==> src/rtl/cassette_rec_if.sv <==
// Record-buffer write port of the cassette recorder.
// The recorder drives it as master; the buffer RAM listens as slave.
interface cassette_rec_if #(
   parameter int ADDR_W = 16
);

   logic [ADDR_W-1:0] ram_addr;
   logic [7:0]        ram_dout;
   logic              ram_wr;

   modport master (
      output ram_addr,
      output ram_dout,
      output ram_wr
   );

   modport slave (
      input ram_addr,
      input ram_dout,
      input ram_wr
   );

endinterface

==> src/rtl/cassette_rec.sv <==
// CoCo cassette recorder: times rising edges of the DAC output,
// decodes 2400/1200 Hz periods into bits and writes bytes to a buffer.
module cassette_rec #(
   parameter int CLK_DIV   = 57,
   parameter int ADDR_W    = 16,
   parameter int MIN_US    = 200,
   parameter int THRESH_US = 625,
   parameter int MAX_US    = 1500
) (
   input  logic              clk,
   input  logic              RESET_N,
   input  logic              cas_in,
   input  logic              motor,
   input  logic              rewind,
   cassette_rec_if.master    ram,
   output logic [ADDR_W:0]   rec_len,
   output logic              full,
   output logic              active
);

   localparam int PW = $clog2(CLK_DIV + 1);
   localparam int UW = $clog2(MAX_US + 2);

   localparam logic [PW-1:0] C_TICK = PW'(CLK_DIV - 1);
   localparam logic [UW-1:0] C_MIN  = UW'(MIN_US);
   localparam logic [UW-1:0] C_THR  = UW'(THRESH_US);
   localparam logic [UW-1:0] C_MAX  = UW'(MAX_US);
   localparam logic [UW-1:0] C_GAP  = UW'(MAX_US + 1);

   localparam logic [1:0] S_IDLE = 2'd0;
   localparam logic [1:0] S_ARM  = 2'd1;
   localparam logic [1:0] S_MEAS = 2'd2;

   logic              r_sync1;
   logic              r_sync2;
   logic              r_sync3;
   logic [1:0]        r_state;
   logic [PW-1:0]     r_pre;
   logic [UW-1:0]     r_us;
   logic [7:0]        r_shift;
   logic [2:0]        r_cnt;
   logic [7:0]        r_dout;
   logic              r_wr;
   logic [ADDR_W-1:0] r_addr;
   logic [ADDR_W:0]   r_len;
   logic              r_full;

   logic       w_rise;
   logic       w_meas;
   logic       w_tick;
   logic       w_gap;
   logic       w_valid;
   logic       w_bit;
   logic       w_last;
   logic       w_moff;
   logic       w_flush;
   logic [3:0] w_sh;
   logic [7:0] w_byte;
   logic [7:0] w_fbyte;
   logic       w_wr;

   assign w_rise  = r_sync2 & ~r_sync3;
   assign w_meas  = (r_state == S_MEAS);
   assign w_tick  = (r_pre == C_TICK);
   assign w_gap   = w_meas && (r_us == C_GAP);
   assign w_valid = w_meas && w_rise
                 && (r_us >= C_MIN) && (r_us <= C_MAX);
   assign w_bit   = (r_us < C_THR);
   assign w_last  = (r_cnt == 3'd7);
   assign w_moff  = ~motor;
   assign w_flush = w_moff && (r_cnt != 3'd0);
   assign w_sh    = 4'd8 - {1'b0, r_cnt};
   assign w_byte  = {w_bit, r_shift[7:1]};
   assign w_fbyte = r_shift >> w_sh;

   // rewind in the strobe clk cancels the write outright
   assign w_wr = r_wr & ~rewind;

   assign ram.ram_addr = r_addr;
   assign ram.ram_dout = r_dout;
   assign ram.ram_wr   = w_wr;
   assign rec_len      = r_len;
   assign full         = r_full;
   assign active       = w_meas;

   always_ff @(posedge clk or negedge RESET_N) begin
      if (!RESET_N) begin
         r_sync1 <= 1'b0;
         r_sync2 <= 1'b0;
         r_sync3 <= 1'b0;
      end else begin
         r_sync1 <= cas_in;
         r_sync2 <= r_sync1;
         r_sync3 <= r_sync2;
      end
   end

   always_ff @(posedge clk or negedge RESET_N) begin
      if (!RESET_N) begin
         r_state <= S_IDLE;
      end else if (w_moff) begin
         r_state <= S_IDLE;
      end else begin
         unique case (r_state)
            S_IDLE: r_state <= S_ARM;
            S_ARM: begin
               if (w_rise && !rewind)
                  r_state <= S_MEAS;
            end
            S_MEAS: begin
               if (rewind || w_gap)
                  r_state <= S_ARM;
            end
            default: r_state <= S_IDLE;
         endcase
      end
   end

   // timing only runs while measuring; a valid edge restarts it
   always_ff @(posedge clk or negedge RESET_N) begin
      if (!RESET_N) begin
         r_pre <= '0;
         r_us  <= '0;
      end else if (!w_meas || w_valid) begin
         r_pre <= '0;
         r_us  <= '0;
      end else if (w_tick) begin
         r_pre <= '0;
         if (r_us != C_GAP)
            r_us <= r_us + 1'b1;
      end else begin
         r_pre <= r_pre + 1'b1;
      end
   end

   always_ff @(posedge clk or negedge RESET_N) begin
      if (!RESET_N) begin
         r_shift <= '0;
         r_cnt   <= '0;
         r_dout  <= '0;
         r_wr    <= 1'b0;
      end else begin
         r_wr <= 1'b0;
         if (rewind) begin
            r_shift <= '0;
            r_cnt   <= '0;
         end else if (w_moff) begin
            if (w_flush) begin
               r_shift <= '0;
               r_cnt   <= '0;
               if (!r_full) begin
                  r_dout <= w_fbyte;
                  r_wr   <= 1'b1;
               end
            end
         end else if (w_gap) begin
            r_shift <= '0;
            r_cnt   <= '0;
         end else if (w_valid) begin
            if (w_last) begin
               r_shift <= '0;
               r_cnt   <= '0;
               if (!r_full) begin
                  r_dout <= w_byte;
                  r_wr   <= 1'b1;
               end
            end else begin
               r_shift <= w_byte;
               r_cnt   <= r_cnt + 1'b1;
            end
         end
      end
   end

   // address moves after the strobe; the last slot sets full and holds
   always_ff @(posedge clk or negedge RESET_N) begin
      if (!RESET_N) begin
         r_addr <= '0;
         r_len  <= '0;
         r_full <= 1'b0;
      end else if (rewind) begin
         r_addr <= '0;
         r_len  <= '0;
         r_full <= 1'b0;
      end else if (r_wr) begin
         r_len <= r_len + 1'b1;
         if (r_addr == '1)
            r_full <= 1'b1;
         else
            r_addr <= r_addr + 1'b1;
      end
   end

endmodule

==> src/flat_wrapper.sv <==
// flat-port wrapper written by rule: the top's interface ports become plain ports
module cassette_rec_flat 
#(
   parameter int CLK_DIV   = 57,
   parameter int ADDR_W    = 16,
   parameter int MIN_US    = 200,
   parameter int THRESH_US = 625,
   parameter int MAX_US    = 1500
)
  (clk, RESET_N, cas_in, motor, rewind, rec_len, full, active, ram_ram_addr, ram_ram_dout, ram_ram_wr);
  cassette_rec_if #(.ADDR_W(ADDR_W)) ram_i ();
  input  logic clk;
  input  logic RESET_N;
  input  logic cas_in;
  input  logic motor;
  input  logic rewind;
  output logic [ADDR_W:0] rec_len;
  output logic full;
  output logic active;
  output wire logic [$bits(ram_i.ram_addr)-1:0] ram_ram_addr;
  output wire logic [$bits(ram_i.ram_dout)-1:0] ram_ram_dout;
  output wire logic [$bits(ram_i.ram_wr)-1:0] ram_ram_wr;
  assign ram_ram_addr = ram_i.ram_addr;
  assign ram_ram_dout = ram_i.ram_dout;
  assign ram_ram_wr = ram_i.ram_wr;
  cassette_rec #(.CLK_DIV(CLK_DIV), .ADDR_W(ADDR_W), .MIN_US(MIN_US), .THRESH_US(THRESH_US), .MAX_US(MAX_US)) u_core (.clk(clk), .RESET_N(RESET_N), .cas_in(cas_in), .motor(motor), .rewind(rewind), .ram(ram_i), .rec_len(rec_len), .full(full), .active(active));
endmodule
==> config.mk <==
export PLATFORM = sky130hd
export DESIGN_NAME = cassette_rec_flat
export DESIGN_NICKNAME = d
export VERILOG_FILES = /design/src/rtl/cassette_rec_if.sv /design/src/rtl/cassette_rec.sv /design/src/flat_wrapper.sv
export SDC_FILE = /design/constraint.sdc
export NUM_CORES = 1
export LEC_CHECK = 0
export ABC_CLOCK_PERIOD_IN_PS = 3300
export CORE_MARGIN = 5
export CORE_UTILIZATION = 55
export CTS_CLUSTER_DIAMETER = 150
export DETAILED_ROUTE_END_ITERATION = 10
export PLACE_DENSITY = 0.76
export SLEW_MARGIN = 20
export SYNTH_ARGS = -nofsm -noshare
export SYNTH_HDL_FRONTEND = slang
export SYNTH_SLANG_ARGS = --single-unit
==> constraint.sdc <==
create_clock -name clk -period 3.3 [get_ports clk]
set_clock_uncertainty 0.1 [all_clocks]
set_input_delay 0.33 -clock clk [delete_from_list [all_inputs] [get_ports clk]]
set_output_delay 0.33 -clock clk [all_outputs]
set_load 0.01 [all_outputs]
# == Word-level counts from Yosys, hierarchy flattened ==
# Index checks and enable logic that the tools add are counted.
# Widths: inputs -> output; s select.
# totals
ff_bits,76
inputBits,5
output_inout_bits,44
elab_cells,111
# op_classes
add_sub_neg,6
n_lt_le_gt_ge,3
n_eq_ne,16
shift,1
n_mux,43
bitwise_logic,5
n_reduce_logical,24
# ops
op,n
$mux 8,13
$mux 16,3
$mux 17,2
$mux 11,3
$mux 3,6
$add 17x1->17 const B,1
$add 16x1->16 const B,1
$eq 16x16->1 const B,1
$mux 6,2
$add 11x1->11 const B,1
$eq 11x11->1 const B,1
$ge 11x8->1 const B,1
$le 11x11->1 const B,1
$lt 11x10->1 const B,1
$ne 11x11->1 const B,1
$mux 1,10
$reduce_and 2->1,5
$reduce_bool 2->1,5
$shr 8x4->8,1
$reduce_and 7->1,1
$add 6x1->6 const B,1
$eq 6x6->1 const B,1
$logic_and 1x1->1,6
$mux 2,3
other kinds (17),27

# == Depth between registers and ports, before layout ==
# Gate-level depths: netlist of the first run.
# logic_depth
word_depth,9
depth_mapped,10
depth_no_buf,8

# == Worst setup path before layout of the first run ==
# Ideal clock, no wire load.
# synth_path
path_kind,reg2reg
from,register u_core.r_cnt[0]
to,register u_core.r_dout[2] (netlist: u_core.ram.ram_dout[2])
setup_time_ns,0.125
arrival_time_ns,2.227
required_ns,3.075
setup_slack_ns,0.849
path_stages_with_launch,11
path_buffers,2
path_cell_list,dfrtp_1 > buf_2 > inv_1 > ha_1 > ha_1 > clkbuf_1 > mux4_2 > nand2_1 > o31ai_1 > a22o_1 > mux2_2
# synth_via
elab_chain_cells,5
word_cells_on_any_way,11
classes_between,1 x add/sub; 2 x eq/ne; 1 x shift; 3 x mux; 4 x reduce/logical
# synth_rtl
item,line_no,text
start: declaration,cassette_rec.sv:41,logic [2:0] r_cnt;
start signal: assignment,cassette_rec.sv:169,r_cnt <= r_cnt + 1'b1;
$sub 4x3->4,cassette_rec.sv:72,"assign w_sh = 4'd8 - {1'b0, r_cnt};"
$shr 8x4->8,cassette_rec.sv:74,assign w_fbyte = r_shift >> w_sh;
$mux 8,cassette_rec.sv:151,if (!r_full) begin
$mux 8,cassette_rec.sv:148,if (w_flush) begin
$mux 8,cassette_rec.sv:147,end else if (w_moff) begin
end signal: assignment,cassette_rec.sv:152,r_dout <= w_fbyte;
end signal: assignment,cassette_rec.sv:164,r_dout <= w_byte;
end: declaration,cassette_rec.sv:42,logic [7:0] r_dout;
# Several ways; a longest one is shown, not always the timed one. The select of a mux whose other input is x is not followed.
# A chain may end at the register's enable or synchronous reset.

# == Worst setup path after layout of the first run ==
# Ends and elaborated chain as after synthesis.

==> metrics.md, run 1 <==
| Metric | Value |
|---|---|
| Num rows | `31` |
| H-Tree Depth | `3` |
| Routed len/inst | `15.6 um` |
| Largest area contributor in the netlist | `dfrtp_1` |
| Worst Setup SP | `u_core.r_cnt[0]$_DFFE_PN0P_` |
| Initial antenna violation count | `0` |
| First DRT Iteration DRCs | `132` |
| LEAKAGE | `2.06 nW` |
| Mapped Nets | `431` |
| Largest net degree at the start of global routing | `77` |
| Placed instance count | `546` |
| PwrDens | `359 nW/um2` |
| Clk_lat worst skew | `0.34 ns` |
| Root Driver | `clkbuf_8` |
| I/O pin total | `49` |
| Kind of start point of the critical path | `flip-flop` |
| Syn Inst Count | `415` |
| Top post-synthesis cells by area | `dfrtp_1 (46%), nor2_1 (5.4%), xor2_1 (5.1%), ha_1 (3.3%), nand4_1 (3.3%)` |
| WL final | `8760 um` |
| Fillers | `590` |
| Syn-to-layout area delta | `18.5%` |
| Max_cap viols | `0` |
| Clock network fraction of design power | `0.440` |
| Final critical-path required period | `2.61 ns` |
| Unrepaired setup endpoints after global routing | `no` |
| FF-to-FF setup slack | `0.69 ns` |
| Sequential share of the synthesized area | `0.460` |
| Critical-path maximum fanout | `12` |
| Die ar. | `9350 um2` |
| Cell area after layout | `4900 um2` |
| Rel. slew slack | `0.375` |
| Synth cell count leaders | `dfrtp_1 (76), nor2_1 (59), nand2_1 (30), xor2_1 (24), nand4_1 (22)` |
| Fin crit share | `0.790` |
| Final WS setup | `0.693 ns` |
| Placer's final routability congestion estimate | `0.841` |
| CTS buffer count | `9` |
| Distinct cell type count after synthesis | `58` |
| Core Box Area | `7290 um2` |
| Synth Flop Type | `dfrtp_1` |
| Combinational Power Share | `0.028` |
| Most common cell in the netlist | `dfrtp_1` |
| DP Area | `4680 um2` |
| Die width | `96.7 um` |
| Crit path required time | `3.43 ns` |
| Reg-to-reg startpoint | `u_core.r_cnt[0]$_DFFE_PN0P_` |
| Int Power | `1.37 mW` |
| Total track usage | `0.192` |
| Initial Util | `0.567` |
| Worst Setup Path Type | `reg -> reg` |
| Clock-pin slew on the worst setup and hold paths | `0.08 ns` |
| Max clock buf depth | `2` |
| Quantity of I/O buffers inserted on ports | `48` |
| Sink Count | `76` |
| FF+latch area | `1900 um2` |
| Footprint of the multi-input gates | `2090 um2` |
| Final Max Tran Viols | `0` |
| Postcts setup bufs | `0` |
| # nets final | `474` |
| Outcome | `finished clean` |
| Worst Tran Pin Value | `0.938 ns` |
| Vias | `3193` |
| CTS Hold Bufs | `0` |
| Design Power | `1.76 mW` |
| Ys async rst share | `1.00` |
| Avg Vias per Cell | `5.68` |
| Netlist Area Pre-Place | `4130 um2` |
| RR Endpoint | `u_core.ram.ram_dout[2]$_DFFE_PN0P_` |
| R2r worst-path depth | `8` |
| First-pass GRT wire length | `15200 um` |
| Net Sw Power | `0.389 mW` |
| ANT nets after route | `0` |
| Ys Warns | `0` |
| DR pass1 iterations | `4` |
| CTS tree | `done` |
| Layout cells sized above 1 | `0.0864` |
| Post-Layout Cell Count | `562` |
| Mean Syn Cell Area | `9.96 um2` |
| Total gr overflow | `0` |
| Peak Freq | `384 MHz` |
| Die Height | `96.7 um` |
| Final hold violations | `0` |
| HPWL Detailed | `6060 um` |
| CP Data Arrival Time | `2.74 ns` |
| Share of Yosys cell area claimed by the top area cell type | `0.460` |
| Setup Viol. Count Final | `0` |
| Reg power frac | `0.532` |
| Vias in the first global route | `3184` |
| Setup TNS | `0 ns` |
| Place WS | `0.715 ns` |
| Switching part of the total | `0.221` |
| # DRC | `0` |
| Crit path capture | `u_core.ram.ram_dout[2]$_DFFE_PN0P_` |
| Worst setup EP type | `flip-flop` |
| Hold Path Class | `in -> async` |
| Post-synth EDFFs | `0` |
| CTS-repair resized insts | `0` |
| Post-synthesis register bit count | `76` |
| Antenna cells | `0` |
| Peak VDD IR | `0.000219 V` |
==> sequential cells by signal (all words and copies together), names as in the netlist <==
signal,cells
u_core.r_pre,6
u_core.full,1
u_core.ram.ram_addr,16
u_core.r_sync3,1
u_core.ram.ram_dout,8
u_core.r_cnt,3
u_core.r_shift,8
u_core.r_sync2,1
u_core.r_wr,1
u_core.r_sync1,1
u_core.rec_len,17
u_core.r_us,11
u_core.r_state,2
==> worst max-delay path: stages, from the launching register on <==
cell     delay [ns]
dfrtp_1        0.65
inv_1          0.16
ha_1           0.24
ha_1           0.42
mux4_2         0.34
nand2_1        0.08
o31ai_1        0.06
a22o_1         0.20
mux2_2         0.25
==> per-stage QoR <==
stage | hold slack [ns] | util
detailed placement | 0.248 | 0.642
global route | 0.106 | 0.672
finish | 0.0201 | 0.672
global placement | 0.235 | 0.642
CTS | 0.0637 | 0.672
floorplan | -0.0656 | -
==> kinds of logic after synthesis <==
logic type | Yosys count | synth area share
compound gates | 59 | 0.115
flops | 76 | 0.460
xor+xnor | 35 | 0.0742
buf+inv | 35 | 0.0327
simple gates | 177 | 0.220
mux | 22 | 0.0651
fa+ha+maj | 11 | 0.0333
==> layout make-up <==
class,instances,share of cell area
Sequential cell,76,0.388
Multi-Input combinational cell,304,0.428
Clock buffer,10,0.0261
Timing Repair Buffer,51,0.102
Inverter,16,0.0123
Tap cell,99,0.0253
Clock inverter,6,0.0181
==> cell usage in the layout, fill, tap and decap left out, types with 11 or more instances in the layout <==
cell type,n
xor2_1,24
nor2_1,59
o21ai_0,11
nand2_1,30
dfrtp_1,76
a21oi_1,11
a22o_1,13
nand3_1,17
clkdlybuf4s50_1,47
inv_1,16
nand4_1,22
ha_1,11
xnor2_1,11
==> how the worst min path moves through the flow <==
stage | start | to | cells after the start
finish | RESET_N | u_core.r_us[2]$_DFFE_PN0P_ | 1
global route | RESET_N | u_core.r_us[2]$_DFFE_PN0P_ | 1
CTS | RESET_N | u_core.r_us[2]$_DFFE_PN0P_ | 1
detailed placement | u_core.r_sync1$_DFF_PN0_ | u_core.r_sync2$_DFF_PN0_ | 0
global placement | u_core.r_sync1$_DFF_PN0_ | u_core.r_sync2$_DFF_PN0_ | 0
floorplan | RESET_N | u_core.full$_DFFE_PN0P_ | 0
==> power by group through the flow <==
stage	Sequential [mW]	Clock [mW]	Combinational [mW]
finish	0.936	0.774	0.0501
global route	0.937	0.833	0.0580
CTS	0.936	0.792	0.0521
detailed placement	0.955	0	0.0521
global placement	0.955	0	0.0511
floorplan	0.955	0	0.0200
==> metal layers <==
layer  up-vias  routed length (um)  global-route usage
li1       1560                   -                   -
met1      1558                4120               0.262
met2        60                4180               0.300
met3        15                 330              0.0432
met4         0                 129              0.0724
met5         -                   0                   0
(Power assumes the default switching activity.)
==> inputs of run 2 (changes only) <==
--- a/config.mk
+++ b/config.mk
@@ -5,7 +5,7 @@
 export SDC_FILE = /design/constraint.sdc
 export NUM_CORES = 1
 export LEC_CHECK = 0
-export ABC_CLOCK_PERIOD_IN_PS = 3300
+export ABC_CLOCK_PERIOD_IN_PS = 2600
 export CORE_MARGIN = 5
 export CORE_UTILIZATION = 55
 export CTS_CLUSTER_DIAMETER = 150
==> constraint.sdc (replaced) <==
create_clock -name clk -period 2.6 [get_ports clk]
set_clock_uncertainty 0.1 [all_clocks]
set_input_delay 0.26 -clock clk [delete_from_list [all_inputs] [get_ports clk]]
set_output_delay 0.26 -clock clk [all_outputs]
set_load 0.01 [all_outputs]
==> metrics.md, run 2 (synthesis results as in run 1) <==
| Metric | Value |
|---|---|
| Outcome | `finished clean` |
| Hold Path Stages | `1` |
| CTS buffer count | `9 (unchanged)` |
| Setup TNS | `0 ns (unchanged)` |
| Die ar. | `9350 um2 (unchanged)` |
| Slowest stage delay, CP | `0.52 ns (-0.13 ns)` |
| Die width | `96.7 um (unchanged)` |
| Sink Count | `76 (unchanged)` |
| Largest net degree at the start of global routing | `77 (unchanged)` |
| First DRT Iteration DRCs | `103 (-22%)` |
| Max_cap viols | `0 (unchanged)` |
| Worst Tran Pin Value | `0.941 ns (+0.00367 ns)` |
| FF+latch area | `1900 um2 (unchanged)` |
| Setup Viol. Count Final | `0 (unchanged)` |
| Total track usage | `0.201 (+0.00855)` |
| Commonest non-fill, non-tap cell in the layout | `dfrtp_1` |
| Worst path depth | `7 (-1)` |
| CP Data Arrival Time | `2.59 ns (-0.15 ns)` |
| H-Tree Depth | `3 (unchanged)` |
| # DRC | `0 (unchanged)` |
| Final critical-path required period | `2.41 ns (-0.199 ns)` |
| CTS tree | `done` |
| ANT nets after route | `0 (unchanged)` |
| CP bufs+invs | `1 (unchanged)` |
| Footprint of the multi-input gates | `2090 um2 (unchanged)` |
| Worst path top cell family by delay | `simple AND/OR/NAND/NOR gates` |
| Antenna cells | `0 (unchanged)` |
| Vias | `3212 (+0.60%)` |
| Quantity of I/O buffers inserted on ports | `48 (unchanged)` |
| Max clock buf depth | `2 (unchanged)` |
| Hold Path Class | `in -> reg` |
| Final hold violations | `0 (unchanged)` |
| Commonest non-fill, non-tap cells in the layout | `dfrtp_1 (76), nor2_1 (59), clkdlybuf4s50_1 (47), nand2_1 (30), xor2_1 (24)` |
| Clock-pin slew on the worst setup and hold paths | `0.07 ns (about the same)` |
| Worst Setup Path Type | `reg -> reg` |
| LEAKAGE | `2.08 nW (+0.91%)` |
| Initial antenna violation count | `0 (unchanged)` |
| Total gr overflow | `0 (unchanged)` |
| R2r worst-path depth | `7 (-1)` |
| Slowest CP cell | `nor4_4` |
| Design Power | `2.12 mW (+20%)` |
| Avg Vias per Cell | `5.67 (-0.12%)` |
| Syn-to-layout area delta | `18.7%` |
| Fin crit share | `0.926 (+0.136)` |
| Initial Util | `0.567 (unchanged)` |
| Core Box Area | `7290 um2 (unchanged)` |
| Worst-path cell chain | `inv_1 > ha_1 > and4b_1 > o311a_1 > or2_4 > nor4_4 > a22o_1` |
| Layout cells sized above 1 | `0.0921 (+0.00568)` |
| PwrDens | `432 nW/um2 (+20%)` |
| CTS-repair resized insts | `0 (unchanged)` |
| Fillers | `600 (+1.7%)` |
| Placer's final routability congestion estimate | `0.850 (+1.1%)` |
| Vias in the first global route | `3319 (+4.2%)` |
| Postcts setup bufs | `0 (unchanged)` |
| First-pass GRT wire length | `15900 um (+4.2%)` |
| DR pass1 iterations | `4 (unchanged)` |
| Worst setup EP type | `flip-flop` |
| WL final | `9010 um (+2.8%)` |
| Final core occ | `0.672 (+0.000687)` |
| Final Max Tran Viols | `0 (unchanged)` |
| Unrepaired setup endpoints after global routing | `no` |
| Critical-path maximum fanout | `9 (-3)` |
| Die Height | `96.7 um (unchanged)` |
| Num rows | `31 (unchanged)` |
| # nets final | `479 (+1.1%)` |
| HPWL Detailed | `6190 um (+2.1%)` |
| Peak Freq | `415 MHz (+8.3%)` |
| Routed len/inst | `15.9 um (+2.1%)` |
| Max FFs per register | `17 (unchanged)` |
| Crit path required time | `2.78 ns (-0.65 ns)` |
| Clk_lat worst skew | `0.35 ns (about the same)` |
| Peak VDD IR | `0.000307 V (+40%)` |
| I/O pin total | `49 (unchanged)` |
| Rel. slew slack | `0.373 (-0.00245)` |
| Root Driver | `clkbuf_8` |
| Kind of start point of the critical path | `flip-flop` |
==> run 2: changes by cell type in the layout (fill, tap and decap cells not counted) <==
cell | before | now
bufinv_16 | 2 | 1
clkinvlp_4 | 2 | 0
clkinv_2 | 1 | 3
buf_4 | 4 | 8
dlygate4sd3_1 | 0 | 1
==> run 2: what timing repair did <==
action,4_1_cts,5_1_grt
hold endpoints to repair,50,0
hold buffers,1,0
setup endpoints to repair,0,0
==> run 2: routing by layer <==
metal | track usage | share of wire | vias up | routed length (um)
met1 | 0.273 | 0.46 | 1554 | 4110
met2 | 0.314 | 0.48 | 70 | 4300
met5 | 0 | 0 | - | 0
met4 | 0.0562 | 0.016 | 0 | 141
li1 | - | - | 1574 | -
met3 | 0.0590 | 0.050 | 14 | 449
==> run 2: metrics by stage <==
stage,setup WS [ns],hold WS [ns],cells,instance area [um2]
2_1_floorplan,0.149,-0.136,415,4130
3_3_place_gp,0.297,0.235,550,4710
3_5_place_dp,0.209,0.241,550,4710
4_1_cts,0.192,0.241,566,4900
5_1_grt,0.0488,0.241,566,4900
6_report,0.192,0.254,566,4900
==> run 2: final timing paths <==
path	start	end	slack, ns
max	u_core.r_us[0]$_DFFE_PN0P_	u_core.r_cnt[1]$_DFFE_PN0P_	0.19
min	cas_in	u_core.r_sync1$_DFF_PN0_	0.25
max reg2reg	u_core.r_us[0]$_DFFE_PN0P_	u_core.r_cnt[1]$_DFFE_PN0P_	0.19
min reg2reg	u_core.r_sync1$_DFF_PN0_	u_core.r_sync2$_DFF_PN0_	0.25
max in group asynchronous	RESET_N	u_core.r_shift[0]$_DFFE_PN0P_	1.30
min in group asynchronous	RESET_N	u_core.r_us[2]$_DFFE_PN0P_	0.49
==> run 2: layout make-up <==
type                       count  share of cell area
inverter                      16              0.0123
clock inverter                 5              0.0110
sequential                    76               0.388
clock buffer                  10              0.0260
tap                           99              0.0253
multi-input combinational    304               0.427
timing repair buffer          56               0.110
==> run 2: worst register-to-register path, cell delays in order (launching register included) <==
cell and delay, ns:
dfrtp_1 0.43, inv_1 0.13, ha_1 0.15, and4b_1 0.19
o311a_1 0.35, or2_4 0.27, nor4_4 0.53, a22o_1 0.22
==> run 2: power by group <==
part	switching [mW]	internal, mW
clock network	0.427	0.435
registers	0.00292	1.19
logic	0.0505	0.0167
